===== src/rtl/dshot_rx_decoder.sv =====
// dshot_rx_decoder
// Receive-side DSHOT150 decoder. Samples an asynchronous DSHOT line, measures
// each bit's high time, assembles a 16-bit frame MSB first, checks the 4-bit
// CRC and reports throttle/telemetry with single-cycle status strobes.
//
// Ports
//   i_sys_clk    : system clock (72 MHz)
//   i_rst_n      : asynchronous active-low reset
//   i_dshot      : DSHOT line, asynchronous to i_sys_clk
//   o_valid      : one-cycle strobe, good-CRC frame decoded
//   o_throttle   : frame bits [15:5] of the last good frame
//   o_telem      : frame bit [4] of the last good frame
//   o_crc_err    : one-cycle strobe, 16 bits received with bad CRC
//   o_frame_err  : one-cycle strobe, timing violation or incomplete frame
//   o_frame_cnt  : good-frame count, wraps
//   o_err_cnt    : CRC + framing error count, saturates
module dshot_rx_decoder #(
   parameter int unsigned BIT_THRESH_CYC  = 270,
   parameter int unsigned MIN_HIGH_CYC    = 90,
   parameter int unsigned MAX_HIGH_CYC    = 450,
   parameter int unsigned GAP_TIMEOUT_CYC = 720
) (
   input  logic        i_sys_clk,
   input  logic        i_rst_n,
   input  logic        i_dshot,
   output logic        o_valid,
   output logic [10:0] o_throttle,
   output logic        o_telem,
   output logic        o_crc_err,
   output logic        o_frame_err,
   output logic [15:0] o_frame_cnt,
   output logic [15:0] o_err_cnt
);

   localparam int unsigned HCNT_W  = 9;
   localparam int unsigned LCNT_W  = 10;
   localparam int unsigned IDX_W   = 5;
   localparam int unsigned FRAME_W = 16;

   localparam logic [HCNT_W-1:0] LP_THRESH = HCNT_W'(BIT_THRESH_CYC);
   localparam logic [HCNT_W-1:0] LP_MIN    = HCNT_W'(MIN_HIGH_CYC);
   localparam logic [HCNT_W-1:0] LP_MAX    = HCNT_W'(MAX_HIGH_CYC);
   localparam logic [LCNT_W-1:0] LP_GAP    = LCNT_W'(GAP_TIMEOUT_CYC);
   localparam logic [IDX_W-1:0]  LP_LAST   = IDX_W'(FRAME_W - 1);

   typedef enum logic [2:0] {
      S_WAIT_IDLE,
      S_IDLE,
      S_HIGH,
      S_LOW,
      S_CHECK
   } state_t;

   // Synchronizer, registered edge detect and post-reset priming
   logic              r_sync1;
   logic              r_sync2;
   logic              r_prev;
   logic              r_rise;
   logic              r_fall;
   logic [1:0]        r_prime;

   state_t            r_state;
   logic [HCNT_W-1:0] r_hcnt;
   logic [LCNT_W-1:0] r_lcnt;
   logic [IDX_W-1:0]  r_idx;
   logic [FRAME_W-1:0] r_shift;

   logic              r_valid;
   logic              r_crc_err;
   logic              r_frame_err;
   logic [10:0]       r_throttle;
   logic              r_telem;
   logic [15:0]       r_frame_cnt;
   logic [15:0]       r_err_cnt;

   state_t            w_state_nxt;
   logic [HCNT_W-1:0] w_hcnt_nxt;
   logic [LCNT_W-1:0] w_lcnt_nxt;
   logic [IDX_W-1:0]  w_idx_nxt;
   logic [FRAME_W-1:0] w_shift_nxt;
   logic              w_valid_nxt;
   logic              w_crc_err_nxt;
   logic              w_frame_err_nxt;
   logic              w_primed;
   logic [11:0]       w_crc_v;
   logic [3:0]        w_crc_exp;

   // Edge flags lag r_sync2 by one cycle; priming keeps the FSM from acting on
   // the synchronizer's reset value as if it were a real low level.
   assign w_primed  = (r_prime == 2'b11);
   assign w_crc_v   = r_shift[15:4];
   assign w_crc_exp = w_crc_v[3:0] ^ w_crc_v[7:4] ^ w_crc_v[11:8];

   // Input synchronizer and edge detection
   always_ff @(posedge i_sys_clk or negedge i_rst_n) begin
      if (!i_rst_n) begin
         r_sync1 <= 1'b0;
         r_sync2 <= 1'b0;
         r_prev  <= 1'b0;
         r_rise  <= 1'b0;
         r_fall  <= 1'b0;
         r_prime <= 2'b00;
      end else begin
         r_sync1 <= i_dshot;
         r_sync2 <= r_sync1;
         r_prev  <= r_sync2;
         r_rise  <= r_sync2 & ~r_prev;
         r_fall  <= ~r_sync2 & r_prev;
         if (!w_primed) begin
            r_prime <= r_prime + 2'd1;
         end
      end
   end

   // State and datapath registers
   always_ff @(posedge i_sys_clk or negedge i_rst_n) begin
      if (!i_rst_n) begin
         r_state <= S_WAIT_IDLE;
         r_hcnt  <= '0;
         r_lcnt  <= '0;
         r_idx   <= '0;
         r_shift <= '0;
      end else begin
         r_state <= w_state_nxt;
         r_hcnt  <= w_hcnt_nxt;
         r_lcnt  <= w_lcnt_nxt;
         r_idx   <= w_idx_nxt;
         r_shift <= w_shift_nxt;
      end
   end

   // Next-state, datapath and strobe decode
   always_comb begin
      w_state_nxt     = r_state;
      w_hcnt_nxt      = r_hcnt;
      w_lcnt_nxt      = r_lcnt;
      w_idx_nxt       = r_idx;
      w_shift_nxt     = r_shift;
      w_valid_nxt     = 1'b0;
      w_crc_err_nxt   = 1'b0;
      w_frame_err_nxt = 1'b0;
      unique case (r_state)
         S_WAIT_IDLE: begin
            if (w_primed && !r_sync2) begin
               w_state_nxt = S_IDLE;
            end
         end
         S_IDLE: begin
            if (r_rise) begin
               w_idx_nxt   = '0;
               w_hcnt_nxt  = '0;
               w_state_nxt = S_HIGH;
            end
         end
         S_HIGH: begin
            if (r_fall) begin
               if (r_hcnt < LP_MIN) begin
                  w_frame_err_nxt = 1'b1;
                  w_state_nxt     = S_WAIT_IDLE;
               end else begin
                  w_shift_nxt = {r_shift[FRAME_W-2:0], (r_hcnt > LP_THRESH)};
                  w_idx_nxt   = r_idx + IDX_W'(1);
                  if (r_idx == LP_LAST) begin
                     w_state_nxt = S_CHECK;
                  end else begin
                     w_lcnt_nxt  = '0;
                     w_state_nxt = S_LOW;
                  end
               end
            end else if (r_hcnt > LP_MAX) begin
               w_frame_err_nxt = 1'b1;
               w_state_nxt     = S_WAIT_IDLE;
            end else if (r_hcnt != '1) begin
               w_hcnt_nxt = r_hcnt + HCNT_W'(1);
            end
         end
         S_LOW: begin
            if (r_rise) begin
               w_hcnt_nxt  = '0;
               w_state_nxt = S_HIGH;
            end else if (r_lcnt >= LP_GAP) begin
               // The increment that would take the count past the limit
               w_frame_err_nxt = 1'b1;
               w_state_nxt     = S_IDLE;
            end else begin
               w_lcnt_nxt = r_lcnt + LCNT_W'(1);
            end
         end
         S_CHECK: begin
            if (w_crc_exp == r_shift[3:0]) begin
               w_valid_nxt = 1'b1;
            end else begin
               w_crc_err_nxt = 1'b1;
            end
            w_state_nxt = S_IDLE;
         end
         default: begin
            w_state_nxt = S_WAIT_IDLE;
         end
      endcase
   end

   // Registered outputs and counters
   always_ff @(posedge i_sys_clk or negedge i_rst_n) begin
      if (!i_rst_n) begin
         r_valid     <= 1'b0;
         r_crc_err   <= 1'b0;
         r_frame_err <= 1'b0;
         r_throttle  <= '0;
         r_telem     <= 1'b0;
         r_frame_cnt <= '0;
         r_err_cnt   <= '0;
      end else begin
         r_valid     <= w_valid_nxt;
         r_crc_err   <= w_crc_err_nxt;
         r_frame_err <= w_frame_err_nxt;
         if (w_valid_nxt) begin
            r_throttle  <= r_shift[15:5];
            r_telem     <= r_shift[4];
            r_frame_cnt <= r_frame_cnt + 16'd1;
         end
         if ((w_crc_err_nxt || w_frame_err_nxt) && (r_err_cnt != 16'hFFFF)) begin
            r_err_cnt <= r_err_cnt + 16'd1;
         end
      end
   end

   assign o_valid     = r_valid;
   assign o_crc_err   = r_crc_err;
   assign o_frame_err = r_frame_err;
   assign o_throttle  = r_throttle;
   assign o_telem     = r_telem;
   assign o_frame_cnt = r_frame_cnt;
   assign o_err_cnt   = r_err_cnt;

endmodule


===== config.mk =====
export PLATFORM = sky130hd
export DESIGN_NAME = dshot_rx_decoder
export DESIGN_NICKNAME = d
export VERILOG_FILES = /design/src/rtl/dshot_rx_decoder.sv
export SDC_FILE = /design/constraint.sdc
export NUM_CORES = 1
export LEC_CHECK = 0
export ABC_CLOCK_PERIOD_IN_PS = 1900
export CORE_MARGIN = 8
export CORE_UTILIZATION = 45
export CTS_CLUSTER_SIZE = 25
export DETAILED_ROUTE_END_ITERATION = 16
export GPL_TIMING_DRIVEN = 0
export PLACE_DENSITY = 0.69
export SYNTH_ARGS = -nofsm -noshare
export SYNTH_HDL_FRONTEND = slang
export SYNTH_SLANG_ARGS = --single-unit

===== constraint.sdc =====
create_clock -name i_sys_clk -period 1.9 [get_ports i_sys_clk]
set_input_delay 0.38 -clock i_sys_clk [delete_from_list [all_inputs] [get_ports i_sys_clk]]
set_output_delay 0.38 -clock i_sys_clk [all_outputs]
set_load 0.03 [all_outputs]

* Yosys cells after proc, flatten, opt, wreduce, memory -nomap -nowiden
Cells that the tools add are included.
** Word-level totals
- Bits in registers :: 97
- Input port bits :: 3
- Output and inout port bits :: 47
- Logic and storage cells :: 105
** Operators by class
- Add/sub/neg operators :: 6
- $lt $le $gt $ge :: 4
- Equal/unequal tests :: 22
- Mux-type cells :: 34
- Bitwise operators :: 7
- Reduce and logical (&&, ||, !) cells :: 14
** Operators by type and width (number)
- $mux 10 :: 5
- $mux 9 :: 4
- $add 16x1->16 const B :: 2
- $mux 3 :: 8
- $ne 2x2->1 const B :: 10
- $pmux 10 s2 :: 1
- $gt 9x9->1 const B :: 2
- $pmux 9 s2 :: 1
- $ne 16x16->1 const B :: 1
- $mux 5 :: 3
- $pmux 3 s5 :: 1
- $add 10x1->10 const B :: 1
- $ge 10x10->1 const B :: 1
- $pmux 5 s2 :: 1
- $add 9x1->9 const B :: 1
- $lt 9x7->1 const B :: 1
- $mux 1 :: 9
- $ne 9x9->1 const B :: 1
- $reduce_and 4->1 :: 2
- $xor 4x4->4 :: 2
- $eq 3x2->1 const B :: 2
- $ne 3x3->1 const B :: 2
- $reduce_and 6->1 :: 1
- $reduce_bool 2->1 :: 3
- other kinds (18) :: 22

* Logic depth before layout (Yosys ltp)
Gate-level depths: netlist (run 1).
- Depth in word-level cells :: 7
- Mapped depth :: 8
- Mapped depth without buffers :: 8

* Worst setup path after synthesis (run 1)
OpenSTA, ideal clock, no wires.
- Path kind :: register to register
- Start point :: register r_err_cnt[0], in the netlist o_err_cnt[0]
- End point :: register r_err_cnt[1], in the netlist o_err_cnt[1]
- Setup time :: 125 ps
- Data arrival time :: 2103 ps
- Setup slack :: -328 ps
- Stages on the path, launching flop included :: 8
- Buffers on the path :: 0
- Clock period less this slack :: 2228 ps
- Cells stage by stage :: dfrtp_1 -> ha_1 -> nand3_1 -> nor2_1 -> nand2_1 -> nor3b_4 -> nor2_2 -> mux2_4
** Between the ends
- Word-level cells in the longest chain between the ends :: 2
- Elaborated cells between the ends (all ways) :: 3
- Classes of those cells :: 1 x add/sub; 1 x eq/ne; 1 x reduce/logical
** Ends and longest elaborated chain
- start: declaration :: RTL line 74 : logic [15:0] r_err_cnt;
- start signal: assignment :: RTL line 223 : r_err_cnt <= r_err_cnt + 16'd1;
- branches (longest 2 deep; another with $add 16x1->16)
Parallel ways; which one is timed is not known.
A chain may end at the register's enable or synchronous reset.

* Worst setup path in the final report (run 1)
- Start point :: register r_state[2]
- End point :: register r_err_cnt[7], in the netlist o_err_cnt[7]
** Between the ends
- Word-level cells in the longest chain between the ends :: 4
- Elaborated cells between the ends (all ways) :: 7
- Classes of those cells :: 3 x eq/ne; 2 x mux; 2 x reduce/logical
** Ends and longest elaborated chain
- start: declaration :: RTL line 62 : state_t r_state;
- start signal: assignment :: RTL line 124 : r_state <= w_state_nxt;
- $eq 3x2->1 / $eq 3x3->1 (equally long branches) :: RTL line 142 : unique case (r_state)
- $pmux 1 s2 / $mux 1 (equally long branches) :: RTL line 142
- $logic_or 1x1->1 (*) :: RTL line 222 : if ((w_crc_err_nxt || w_frame_err_nxt) && (r_err_cnt != 16'hFFFF)) begin
- $logic_and 1x1->1 (*) :: RTL line 222
Every way passes the cells marked *; elsewhere a longest branch is shown, timed or not.

==> results of run 1 <==
-- worst reg2reg max path, cell delays in order, from the launching register on --
cell	delay, ns
dfrtp_1	0.39
buf_6	0.14
or3b_4	0.43
nor2_2	0.12
o2bb2a_4	0.17
o211a_4	0.21
buf_6	0.15
nor4b_4	0.21
xor2_1	0.16
-- power breakdown --
group / total (W) / internal, W / switching (W)
Combinational: 0.000813 / 0.000350 / 0.000463
Clock: 0.00138 / 0.000647 / 0.000732
Sequential: 0.00232 / 0.00217 / 0.000149
Total: 0.00452 / 0.00317 / 0.00134
-- sequential cells by signal, indices dropped and copies added, names as in the netlist, 2 cells and up --
signal / cells
r_idx: 5
r_lcnt: 10
r_state: 3
r_hcnt: 9
r_prime: 2
o_err_cnt: 16
o_frame_cnt: 16
o_throttle: 11
r_shift: 16
-- through the flow --
step	hold slack, ns	setup TNS (ns)	setup slack (ns)	instance area (um^2)	std cells
2_1_floorplan	0.08441	-0.05859	-0.05859	4705	467
3_3_place_gp	0.3364	-315.25	-3.518	5365	652
3_5_place_dp	0.3457	-9.422	-0.2627	5390	653
4_1_cts	0.001995	-2.741	-0.1572	5943	687
5_1_grt	0.01918	-9.020	-0.2714	6236	695
6_report	-0.01441	-2.392	-0.1551	6236	695
-- routing by layer --
metal,up-vias,share of wire,track usage
li1,1752,-,-
met1,1802,0.46,0.1812
met2,74,0.48,0.2351
met3,17,0.044,0.03693
met4,0,0.019,0.06966
met5,-,0,0
-- what timing repair did --
action / 4_1_cts / 5_1_grt
buffers inserted: 17 / 8
pin swaps: 24 / 13
gates resized for setup: 50 / 51
setup endpoints to repair: 80 / 90
cloned: 1 / 0
-- area by class of cell --
cell class | instances | area share
Inverter | 10 | 0.006822
Tap cell | 136 | 0.02729
Timing Repair Buffer | 76 | 0.1286
Buffer | 11 | 0.01465
Multi-Input combinational cell | 349 | 0.3987
Clock buffer | 10 | 0.02207
Clock inverter | 6 | 0.01043
Sequential cell | 97 | 0.3915
-- worst max path at each step --
stage                                           end  slack, ns  cells past startpoint
after floorplan            o_err_cnt[1]$_DFFE_PN0P_      -0.06                      6
after global placement     o_err_cnt[6]$_DFFE_PN0P_      -3.52                      1
after detailed placement      r_lcnt[2]$_DFFE_PN0P_      -0.26                      8
after CTS                     r_lcnt[6]$_DFFE_PN0P_      -0.16                      8
after global routing      o_err_cnt[10]$_DFFE_PN0P_      -0.27                      8
final                      o_err_cnt[7]$_DFFE_PN0P_      -0.16                      8
-- kinds of logic after synthesis --
logic type	count (synthesis)
buffers and inverters	21
xor gates and xnor gates	55
DFF	97
AOI/OAI and AO/OA	28
muxes	3
and+or+nand+nor	254
adders and majority gates	9
-- synth_stat cells, drive strengths merged --
cell / count / area (um^2)
clkinv: 1 / 5.000
buf: 6 / 47.54
o211a: 2 / 27.53
and2: 4 / 25.02
nand2b: 1 / 13.76
o32ai: 1 / 8.760
inv: 9 / 33.78
xor2: 27 / 236.5
xnor2: 28 / 245.2
or3: 1 / 6.260
o2bb2a: 1 / 20.02
a21oi: 4 / 20.02
nor3: 14 / 85.08
ha: 9 / 112.6
nor3b: 4 / 46.29
nand3b: 2 / 15.01
nand4: 12 / 75.07
nor4b: 1 / 15.01
nor2: 40 / 155.1
nor2b: 4 / 25.02
or3b: 1 / 8.760
a32o: 1 / 10.01
o311a: 1 / 10.01
mux2: 2 / 26.27
dfrtp: 97 / 2427
and4: 3 / 26.28
nand3: 27 / 172.7
o21ai: 13 / 65.06
o211ai: 1 / 7.510
nor4: 11 / 102.6
nand2: 117 / 439.2
o31ai: 2 / 15.01
a32oi: 1 / 8.760
mux2i: 1 / 10.01
o21ba: 1 / 10.01
clkbuf: 5 / 18.77
and3: 12 / 76.33
==> results.json, run 1 <==
{
  "synth.area.mux_share": 0.007798,
  "antenna_cells": 0,
  "synth_cells": 467,
  "syn_area_mm2": 0.004653,
  "synth_nets": 479,
  "ys_warn_count": 0,
  "final_core_util": 0.6123,
  "fmax_mhz": 486.6,
  "p_leak_nw": 3.093,
  "tritoncts": "done",
  "start_util": 0.4569,
  "path_cells": "buf_6, or3b_4, nor2_2, o2bb2a_4, o211a_4, buf_6, nor4b_4, xor2_1",
  "cts_sinks": 97,
  "finalNetCount": 566,
  "gr-total-overflow": 0,
  "mostFrequentLayoutCells": "113 x nand2_1, 86 x dfrtp_1, 32 x nor2_1",
  "critPathCaptureType": "flip-flop",
  "final.setup_skew_ns": 0.01612,
  "dieArea_mm2": 0.01385,
  "status": "complete, but fails checks",
  "dieWidth_um": 117.7,
  "synth_compound_area_frac": 0.04356,
  "cp.buffers_inverters": 2,
  "critPathSlowestCell": "or3b_4",
  "reg2reg_setup_slack_ns": -0.16,
  "viasPerCell": 5.245,
  "critPathTopFamily": "simple AND/OR/NAND/NOR gates",
  "drtIter0Drc": 234,
  "io_pins": 50,
  "antenna_found_initial": 0,
  "grt_pass1_vias": 3607,
  "vdd.ir_drop.worst_v": 0.0004276,
  "synth_top_family_by_area": "simple AND/OR/NAND/NOR gates",
  "multi_input_area_mm2": 0.002486,
  "violations": "hold timing, setup timing",
  "min_period_ns": 2.055,
  "clock-root-buffer": "clkbuf_8",
  "drt-pass1-iter-count": 4,
  "dieHeight_um": 117.7,
  "clk_latency_ns": 0.36,
  "io_buffers": 49,
  "path_class": "flip-flop to flip-flop",
  "cpMostUsedCell": "buf_6",
  "ys_seq_area_frac": 0.5216,
  "syn_avg_cell_area_um2": 9.964,
  "htreeDepth": 3,
  "cp.arrival_ns": 2.35,
  "synth-simple-area-share": 0.2767,
  "grt_pass1_wl_um": 17160,
  "dp_hpwl_um": 6598,
  "hold_ws_ns": -0.01441,
  "grt_max_degree": 58,
  "hold_path_class": "primary input to asynchronous set/reset pin",
  "route.detailed.drc": 0,
  "synth_cell_types": 51,
  "r2r_start": "r_state[2]$_DFFE_PN0P_",
  "maxSlewHeadroom": 0.6362,
  "gp_congestion": 0.8483,
  "wl_per_cell_um": 14.64,
  "clk_pin_slew_ns": 0.10,
  "tightest_slew_ns": 0.5457,
  "worst_slack_ns": -0.1551,
  "drive_gt1_frac": 0.2379,
  "cts-buffers-inserted": 9,
  "rr_worst_depth": 8,
  "postRouteAntennaNets": 0,
  "crit_path_start_kind": "flip-flop",
  "nFillCells": 813,
  "post-route-period-util": 1.082,
  "yosys.area_share.xor_xnor": 0.1035,
  "final_common_cell": "nand2_1",
  "path_max_fanout": 8,
  "core-area_mm2": 0.01018,
  "rsz0062_at_grt": "true",
  "p_total_w": 0.004516,
  "core.rowCount": 37,
  "vias": 3645,
  "grtUsageTotal": 0.1464,
  "ys_ff_latch": 97,
  "setup_violations": 33,
  "power.density_mw_per_mm2": 724.3,
  "synth_fa_ha_area_frac": 0.02420,
  "drv_slew": 0,
  "reg2reg_to": "o_err_cnt[7]$_DFFE_PN0P_",
  "wirelength_um": 10170,
  "synthToLayoutAreaGrowth_pct": 34.01,
  "slowest_delay_ns": 0.43,
  "seqCellArea_mm2": 0.002441,
  "cap_violations": 0,
  "setup.worst_path.start": "r_state[2]$_DFFE_PN0P_",
  "cts.path.max_buffers": 2,
  "hold_viol": 9,
  "required_ns": 2.19,
  "postCtsHoldBufs": 0
}
No activity file was read; power rests on OpenSTA's default activity.
==> run 2, diff against run 1 <==
--- a/config.mk
+++ b/config.mk
@@ -11,7 +11,8 @@
 export CTS_CLUSTER_SIZE = 25
 export DETAILED_ROUTE_END_ITERATION = 16
 export GPL_TIMING_DRIVEN = 0
-export PLACE_DENSITY = 0.69
+export PLACE_DENSITY_LB_ADDON = 0.08
+export SETUP_SLACK_MARGIN = 0.2
 export SYNTH_ARGS = -nofsm -noshare
 export SYNTH_HDL_FRONTEND = slang
 export SYNTH_SLANG_ARGS = --single-unit
==> run 2 against run 1 <==
The flow finishes with violations (setup timing). Global-route usage rose by 1.9 points. Routed wire length rose by 16%. Utilization rose by 8.3 points. Cell count rose by 6.2%. Register-to-register slack improved by 0.02 ns. Setup slack improved by 0.023 ns. Final area rose by 14%. Via count rose by 6.1%. Clock power rose by 14%. Sequential share of layout area fell by 4.6 points. Worst hold slack improved by 0.38 ns. Critical path type unchanged. Largest cell class unchanged. Largest power group unchanged. Highest routed layer unchanged.
==> results.json, run 2 (same netlist as run 1, synthesis figures left out) <==
{
  "status": "complete, but fails checks",
  "violations": "setup timing",
  "drtIter0Drc": 217,
  "clock-root-buffer": "clkbuf_8",
  "final_common_cell": "dfrtp_1",
  "dieWidth_um": 117.7,
  "critPathSlowestCell": "dfrtp_1",
  "route.detailed.drc": 0,
  "vdd.ir_drop.worst_v": 0.0005248,
  "cts-buffers-inserted": 9,
  "io_buffers": 49,
  "cp.arrival_ns": 2.28,
  "worst_slack_ns": -0.1317,
  "path_max_fanout": 8,
  "gp_congestion": 0.8374,
  "dieHeight_um": 117.7,
  "crit_path_start_kind": "flip-flop",
  "slowest_delay_ns": 0.43,
  "critPathTopFamily": "flip-flops",
  "htreeDepth": 3,
  "path_cells": "xnor2_2, xnor2_2, nor4_4, buf_4, o211a_4, nor2_4, mux2_4",
  "setup.worst_path.start": "r_shift[7]$_DFFE_PN0P_",
  "rsz0062_at_grt": "true",
  "cp.buffers_inverters": 1,
  "clk_pin_slew_ns": 0.09,
  "final.setup_skew_ns": 0.02090,
  "drt-pass1-iter-count": 5,
  "tightest_slew_ns": 0.4815,
  "clk_latency_ns": 0.38,
  "wirelength_um": 11830,
  "mostFrequentLayoutCells": "83 x dfrtp_1, 71 x nand2_1, 45 x dlygate4sd2_1",
  "io_pins": 50,
  "grtUsageTotal": 0.1652,
  "start_util": 0.4569,
  "grt_pass1_wl_um": 19310,
  "core-area_mm2": 0.01018,
  "post-route-period-util": 1.069,
  "drv_slew": 0,
  "setup_violations": 31,
  "antenna_found_initial": 0,
  "cp-endpoint": "o_err_cnt[1]$_DFFE_PN0P_",
  "final_core_util": 0.6953,
  "required_ns": 2.15,
  "cts_sinks": 97,
  "synthToLayoutAreaGrowth_pct": 52.19,
  "maxSlewHeadroom": 0.6790,
  "core.rowCount": 37,
  "power.density_mw_per_mm2": 725.9,
  "postRouteAntennaNets": 0,
  "seqCellArea_mm2": 0.002445,
  "finalNetCount": 609,
  "reg2reg_to": "o_err_cnt[1]$_DFFE_PN0P_",
  "fmax_mhz": 492.2,
  "dieArea_mm2": 0.01385,
  "nFillCells": 747,
  "reg2reg_setup_slack_ns": -0.13,
  "critPathCaptureType": "flip-flop",
  "dp_hpwl_um": 6963,
  "viasPerCell": 5.240,
  "cap_violations": 0,
  "drive_gt1_frac": 0.4136,
  "path_class": "flip-flop to flip-flop",
  "min_period_ns": 2.032,
  "cts.path.max_buffers": 2,
  "cpMostUsedCell": "xnor2_2",
  "wl_per_cell_um": 16.02,
  "grt_pass1_vias": 3989,
  "tritoncts": "done",
  "hold_ws_ns": 0.3606,
  "rr_worst_depth": 7,
  "hold_path_class": "flip-flop to flip-flop",
  "r2r_start": "r_shift[7]$_DFFE_PN0P_",
  "p_leak_nw": 3.555,
  "hold_viol": 0,
  "cp_num_cells": 7,
  "vias": 3867,
  "gr-total-overflow": 0,
  "multi_input_area_mm2": 0.002885,
  "antenna_cells": 0,
  "grt_max_degree": 64
}
run 2: changes by cell type in the layout (fill, tap and decap cells not counted), moves of 20 or more:
cell / previous run / this run
dlygate4sd2_1: 8 / 45
nand2_2: 3 / 36
nand2_1: 113 / 71
buf_4: 21 / 43
buf_6: 5 / 25
clkdlybuf4s50_1: 27 / 1
run 2: what timing repair did:
item,CTS,global route
buffers inserted,47,18
hold buffers,1,0
pin swaps,37,73
setup endpoints to repair,134,89
resized for setup,126,115
gates cloned,1,2
hold endpoints to repair,34,0
run 2: where the power goes:
part,leakage [nW],switching [W],internal (W)
combinational,2.14,0.000644,0.000604
sequential,1.30,0.000142,0.00218
clock,0.116,0.000755,0.000821
total,3.56,0.00154,0.00360
run 2: routing by layer:
metal  routed length (um)  share of wire  global-route usage
met1                 5118           0.43              0.2085
met2                 6026           0.51              0.2665
met3                  462          0.039             0.04269
met4                  217          0.018             0.06245
met5                    0              0                   0
run 2: worst min path at each step:
stage	endpoint	slack, ns	startpoint	cells past startpoint
2_1_floorplan	o_crc_err$_DFF_PN0_	0.08	i_rst_n	0
3_3_place_gp	r_sync2$_DFF_PN0_	0.34	r_sync1$_DFF_PN0_	0
3_5_place_dp	r_sync2$_DFF_PN0_	0.35	r_sync1$_DFF_PN0_	0
4_1_cts	r_sync2$_DFF_PN0_	0.37	r_sync1$_DFF_PN0_	0
5_1_grt	r_sync2$_DFF_PN0_	0.37	r_sync1$_DFF_PN0_	0
6_report	r_sync2$_DFF_PN0_	0.36	r_sync1$_DFF_PN0_	0
run 2: stage by stage:
step           setup WS, ns  setup TNS, ns  std cells  total power (W)  cell area, um^2
2_1_floorplan      -0.05827       -0.05827        467         0.002819             4862
3_3_place_gp         -3.618        -326.43        652         0.003025             5523
3_5_place_dp        -0.2552         -10.07        653         0.003052             5548
4_1_cts            -0.08022        -0.7407        718         0.004949             6456
5_1_grt             -0.1881         -5.412        738         0.005377             7082
6_report            -0.1317         -1.958        738         0.005141             7082
run 2: worst register-to-register path: stages (launching register included):
cell and delay (ns):
dfrtp_1 0.43, xnor2_2 0.24, xnor2_2 0.12, nor4_4 0.26
buf_4 0.19, o211a_4 0.31, nor2_4 0.07, mux2_4 0.29
run 2: cell type report:
cell class	count	area share
buffer	11	0.02155
clock buffer	11	0.02138
clock inverter	5	0.01201
inverter	10	0.006537
multi-input combinational	349	0.4074
sequential	97	0.3452
tap	136	0.02403
timing repair buffer	119	0.1618
